File: src/rtl/rsa_pkg.sv
// Shared definitions for the RSA exponentiation scheduler: multiplier command
// codes and the controller state encoding.
package rsa_pkg;

    localparam logic [1:0] MM_PRE  = 2'd0;
    localparam logic [1:0] MM_SQR  = 2'd1;
    localparam logic [1:0] MM_MUL  = 2'd2;
    localparam logic [1:0] MM_POST = 2'd3;

    typedef enum logic [2:0] {
        ST_IDLE = 3'd0,
        ST_PRE  = 3'd1,
        ST_SQR  = 3'd2,
        ST_MUL  = 3'd3,
        ST_POST = 3'd4,
        ST_FIN  = 3'd5
    } state_e;

endpackage

File: src/rtl/rsa_msb_find.sv
// Priority encoder: index of the most significant set bit of vec, plus a flag
// for the all-zero vector (idx is 0 in that case).
module rsa_msb_find #(
    parameter int W     = 256,
    parameter int IDX_W = 9
) (
    input  logic [W-1:0]     vec,
    output logic [IDX_W-1:0] idx,
    output logic             zero
);

    // Scan upward so the highest set bit is the last one to write idx.
    always_comb begin
        idx = {IDX_W{1'b0}};
        for (int i = 0; i < W; i++) begin
            if (vec[i]) begin
                idx = IDX_W'(i);
            end else begin
                idx = idx;
            end
        end
        zero = ~|vec;
    end

endmodule

File: src/rtl/rsa_exp_ctrl.sv
// Square-and-multiply scheduler driving an external Montgomery multiplier.
// Optional build macro RSA_SKIP_LEADING_ZERO_EN starts the scan at the MSB set bit.
module rsa_exp_ctrl
    import rsa_pkg::*;
#(
    parameter int W      = 256,
    parameter int ADDR_W = 5,
    parameter int IDX_W  = 9
) (
    input  logic              clk,
    input  logic              reset,
    input  logic              start,
    input  logic              e_we,
    input  logic [ADDR_W-1:0] e_addr,
    input  logic [7:0]        e_data,
    output logic              mm_start,
    output logic [1:0]        mm_op,
    input  logic              mm_done,
    output logic              busy,
    output logic              done,
    output logic [IDX_W-1:0]  bit_idx
);

    localparam int NBYTES = W / 8;

    state_e             state_r;
    state_e             state_s;
    logic [W-1:0]       e_r;
    logic               mm_start_r;
    logic               mm_start_s;
    logic [1:0]         mm_op_r;
    logic [1:0]         mm_op_s;
    logic               busy_r;
    logic               busy_s;
    logic               done_r;
    logic               done_s;
    logic [IDX_W-1:0]   bit_idx_r;
    logic [IDX_W-1:0]   bit_idx_s;
    logic [IDX_W-1:0]   start_idx_s;
    logic               skip_all_s;
    logic               cur_bit_s;
    logic               ack_s;

`ifdef RSA_SKIP_LEADING_ZERO_EN
    logic [IDX_W-1:0]   msb_idx_s;
    logic               e_zero_s;

    rsa_msb_find #(
        .W     (W),
        .IDX_W (IDX_W)
    ) u_msb_find (
        .vec  (e_r),
        .idx  (msb_idx_s),
        .zero (e_zero_s)
    );

    assign start_idx_s = msb_idx_s;
    assign skip_all_s  = e_zero_s;
`else
    assign start_idx_s = IDX_W'(W - 1);
    assign skip_all_s  = 1'b0;
`endif

    // A done arriving with the command pulse itself cannot belong to that command.
    assign ack_s     = mm_done & ~mm_start_r;
    assign cur_bit_s = |(e_r & ({{(W-1){1'b0}}, 1'b1} << bit_idx_r));

    // Exponent byte store; writable only while idle.
    always_ff @(posedge clk) begin
        if (reset) begin
            e_r <= {W{1'b0}};
        end else if (e_we && (state_r == ST_IDLE)) begin
            for (int i = 0; i < NBYTES; i++) begin
                if (e_addr == ADDR_W'(i)) begin
                    e_r[i*8 +: 8] <= e_data;
                end
            end
        end
    end

    // Next-state and next-output logic of the scheduler.
    always_comb begin
        state_s    = state_r;
        mm_start_s = 1'b0;
        mm_op_s    = mm_op_r;
        busy_s     = busy_r;
        done_s     = 1'b0;
        bit_idx_s  = bit_idx_r;
        case (state_r)
            ST_IDLE: begin
                if (start) begin
                    state_s    = ST_PRE;
                    mm_start_s = 1'b1;
                    mm_op_s    = MM_PRE;
                    busy_s     = 1'b1;
                    bit_idx_s  = start_idx_s;
                end else begin
                    busy_s = 1'b0;
                end
            end
            ST_PRE: begin
                if (ack_s && skip_all_s) begin
                    state_s    = ST_POST;
                    mm_start_s = 1'b1;
                    mm_op_s    = MM_POST;
                end else if (ack_s) begin
                    state_s    = ST_SQR;
                    mm_start_s = 1'b1;
                    mm_op_s    = MM_SQR;
                end else begin
                    state_s = state_r;
                end
            end
            ST_SQR: begin
                if (!ack_s) begin
                    state_s = state_r;
                end else if (cur_bit_s) begin
                    state_s    = ST_MUL;
                    mm_start_s = 1'b1;
                    mm_op_s    = MM_MUL;
                end else if (bit_idx_r == {IDX_W{1'b0}}) begin
                    state_s    = ST_POST;
                    mm_start_s = 1'b1;
                    mm_op_s    = MM_POST;
                end else begin
                    bit_idx_s  = bit_idx_r - IDX_W'(1);
                    mm_start_s = 1'b1;
                    mm_op_s    = MM_SQR;
                end
            end
            ST_MUL: begin
                if (!ack_s) begin
                    state_s = state_r;
                end else if (bit_idx_r == {IDX_W{1'b0}}) begin
                    state_s    = ST_POST;
                    mm_start_s = 1'b1;
                    mm_op_s    = MM_POST;
                end else begin
                    state_s    = ST_SQR;
                    bit_idx_s  = bit_idx_r - IDX_W'(1);
                    mm_start_s = 1'b1;
                    mm_op_s    = MM_SQR;
                end
            end
            ST_POST: begin
                if (ack_s) begin
                    state_s = ST_FIN;
                    done_s  = 1'b1;
                    busy_s  = 1'b0;
                end else begin
                    state_s = state_r;
                end
            end
            ST_FIN: begin
                state_s = ST_IDLE;
                busy_s  = 1'b0;
            end
            default: begin
                state_s = ST_IDLE;
                busy_s  = 1'b0;
            end
        endcase
    end

    // State and registered outputs.
    always_ff @(posedge clk) begin
        if (reset) begin
            state_r    <= ST_IDLE;
            mm_start_r <= 1'b0;
            mm_op_r    <= MM_PRE;
            busy_r     <= 1'b0;
            done_r     <= 1'b0;
            bit_idx_r  <= {IDX_W{1'b0}};
        end else begin
            state_r    <= state_s;
            mm_start_r <= mm_start_s;
            mm_op_r    <= mm_op_s;
            busy_r     <= busy_s;
            done_r     <= done_s;
            bit_idx_r  <= bit_idx_s;
        end
    end

    assign mm_start = mm_start_r;
    assign mm_op    = mm_op_r;
    assign busy     = busy_r;
    assign done     = done_r;
    assign bit_idx  = bit_idx_r;

endmodule

File: config.mk
export PLATFORM = sky130hd
export DESIGN_NAME = rsa_exp_ctrl
export DESIGN_NICKNAME = d
export VERILOG_FILES = /design/src/rtl/rsa_pkg.sv /design/src/rtl/rsa_msb_find.sv /design/src/rtl/rsa_exp_ctrl.sv
export SDC_FILE = /design/constraint.sdc
export NUM_CORES = 1
export LEC_CHECK = 0
export ABC_AREA = 1
export CAP_MARGIN = 5
export CORE_UTILIZATION = 45
export DETAILED_ROUTE_END_ITERATION = 8
export HOLD_SLACK_MARGIN = 0.05
export PLACE_DENSITY = 0.69
export SETUP_SLACK_MARGIN = 0.5
export SYNTH_ARGS = -nofsm -noshare
export SYNTH_HDL_FRONTEND = slang
export SYNTH_SLANG_ARGS = --single-unit
File: constraint.sdc
create_clock -name clk -period 3.8 [get_ports clk]
set_input_delay 0.57 -clock clk [delete_from_list [all_inputs] [get_ports clk]]
set_output_delay 0.57 -clock clk [all_outputs]
set_load 0.01 [all_outputs]
==> metrics.csv <==
metric,value,unit
status,finished clean,
Hold Crit Class,flip-flop to flip-flop,
CP Class,flip-flop to flip-flop,
drt pass-1 iters,5,
ANT nets after route,0,
Most used DFF post-synth,dfxtp_1,
drt initial violations,1833,
Seq cells post-synth,273,
Die Ht,172,microns
total gr overflow,0,
Setup Total Neg Slack,0,ns
GPL Wtd Cong,0.936,
H-tree levels,1,
crit start category,flip-flop,
Synth-to-Final Area Change,13.1,%
Final Max Tran Viols,0,
placed insts,2346,
Post-synth ARST share,0,
Die Area,29700,sq um
final cell count without fillers,2401,
global router's overall resource usage,0.304,
CTS tree,built,
initial antenna violation count,0,
Post-synth EDFFs,0,
CP max FO,13,
"CP delay by family, top",simple AND/OR/NAND/NOR gates,
"Req. time, crit path",4.26,ns
clock sinks,273,
post-place setup slack,0.656,ns
slew margin rel.,0.315,
io pins,32,
post-synthesis sequential area ratio,0.419,
crit path DAT,3.56,ns
Nets,2023,
hpwl dp,29900,microns
fmax,323,MHz
Max clock buf depth,3,
Antenna diodes,0,
Synth area leader,dfxtp_1,
FP Rows,61,
CP peak stage delay,0.55,ns
Gate Count Post-Synth,2005,
largest net degree at the start of global routing,167,
Peak VDD IR,0.463,mV
Synth warnings,0,
routed vias/inst,5.63,
CP max-delay cell,dfxtp_1,
root cell of the clock tree,clkbuf_16,
Syn Area/Cell,6.50,sq um
residual DRC count,0,
area share of the largest cell type after synthesis,0.419,
mapped cell area,13000,sq um
Worst Skew,0.0159,ns
Final Hold Violating Endpoints,0,
setup bufs post-CTS,0,
Yosys cell types,31,
Tcrit/Tclk final,0.815,
port bufs,31,
Synth area leaders,"dfxtp_1 (42%), nor2_1 (19%), o21ai_0 (10%)",
Worst Setup End Kind,flip-flop,
pwr/cell area,572,nW/um^2
worst-skew pair later-pin latency,0.57,ns
Final Setup Violations,0,
Initial Util,0.463,
crit path buf inv count,2,
cells along the critical path,"buf_4, nand3_2, nor2_2, nand3_1, nand2_1, nor2_1, nand2_1, nor2_1, nand2_1, nor2_1, nand2_1, nand2_1, nand2_2, nand2_4, nand3_4, nand2_1, inv_1, nor2_1",
Mapped Nets,2028,
Leak,0.00657,uW
Die W,172,microns
"CTS clk-pin slew, worst paths",0.06,ns
Total Routed Length,45000,microns
per-cell routed wire length,18.7,microns
Num CTS Buffers,30,
Least-Margin Pin Slew,1.03,ns
RSZ-0062 raised after global routing,false,
final worst-path setup slack,0.703,ns
MaxCap Viol Count,0,
vias in the first global route,12148,
"Top cell by count, worst path",nand2_1,
DR vias,13511,
Tmin final,3.10,ns
share of cells above drive strength 1,0.0613,
Core ar.,28200,sq um
global-route wire length before repair,69800,microns
[worst min-delay path, stage by stage, from the launching register on]
cell     delay [ns]
dfxtp_1        0.30
inv_1          0.06
a21oi_1        0.05
[cells in the final DEF (no fill, tap or decap), types with 3 or more instances in the layout]
cell type,instances
clkinv_2,9
clkdlybuf4s50_1,31
ha_1,4
nor2_1,672
or2_0,3
nand2_1,222
nor3_1,5
nand3_2,4
dfxtp_1,270
nor2_2,15
o21ai_0,270
inv_1,117
nand3b_1,3
clkinv_1,11
bufinv_16,4
buf_4,28
nand3_1,145
nand2_4,3
clkbuf_8,5
a21oi_1,35
inv_2,5
nand4_1,103
clkbuf_16,30
[power breakdown]
group,switching (uW),internal [uW]
sequential,142,2990
combinational,1730,489
clock,1250,1820
total,3130,5300
[per-stage QoR]
| step | power (uW) | util | area [sq um] | hold WS [ns] |
|---|---|---|---|---|
| 2_1_floorplan | 4570 | - | 13000 | 0.425 |
| 3_3_place_gp | 5330 | 0.485 | 13700 | 0.435 |
| 6_report | 8420 | 0.523 | 14700 | 0.455 |
| 3_5_place_dp | 5330 | 0.485 | 13700 | 0.442 |
| 4_1_cts | 8350 | 0.522 | 14700 | 0.453 |
| 5_1_grt | 8730 | 0.523 | 14700 | 0.474 |
[cell type report]
cell class	instances	area (sq um)
clock buffer	37	827
clock inverter	18	214
fill	2727	13400
inverter	134	508
multi-input combinational	1500	6680
sequential	273	5470
tap	378	473
timing repair buffer	61	561
[Yosys cell counts (all sizes together) (4+ instances only)]
master  number
a21oi       35
buf         31
clkbuf      67
clkinv      11
dfxtp      273
ha           5
inv        123
nand2      226
nand3      150
nand4      103
nor2       689
nor3         7
o21ai      272
or2          4
[state kept, by name, summed over array words and instances (netlist names)]
signal	flops
bit_idx	9
busy	1
state_r	3
done	1
mm_op	2
e_r	256
mm_start	1
[per-layer routing]
metal / GRT usage / wire length [microns] / share of wire
met4: 0.115 / 1760 / 0.039
met2: 0.481 / 19900 / 0.44
met1: 0.414 / 19100 / 0.42
met3: 0.0497 / 4220 / 0.094
met5: 0 / 0 / 0
[what timing repair did]
| item | in CTS | in global routing |
|---|---|---|
| hold buffers | 0 | 0 |
| resized for setup | 0 | 8 |
| endpoints found under the setup margin | 0 | 13 |
| hold endpoints to repair | 0 | 0 |
[path summary, 6_finish.rpt]
kind	start	endpoint	slack [ns]	cells after the start
min	e_r[49]$_SDFFE_PP0P_	e_r[49]$_SDFFE_PP0P_	0.45	2
max reg2reg	bit_idx[3]$_SDFFE_PP0P_	bit_idx[2]$_SDFFE_PP0P_	0.70	18
max	bit_idx[3]$_SDFFE_PP0P_	bit_idx[2]$_SDFFE_PP0P_	0.70	18
min reg2reg	e_r[49]$_SDFFE_PP0P_	e_r[49]$_SDFFE_PP0P_	0.45	2
[cell families after synthesis]
kind of cell,after synthesis,synth area share
AND/OR/NAND/NOR,1186,0.386
buffers and inverters,232,0.0705
adder cells (fa/ha/maj),5,0.00480
flip-flops,273,0.419
AO/OA/AOI/OAI,309,0.120
Note: power is estimated with default switching activity, not from simulation.
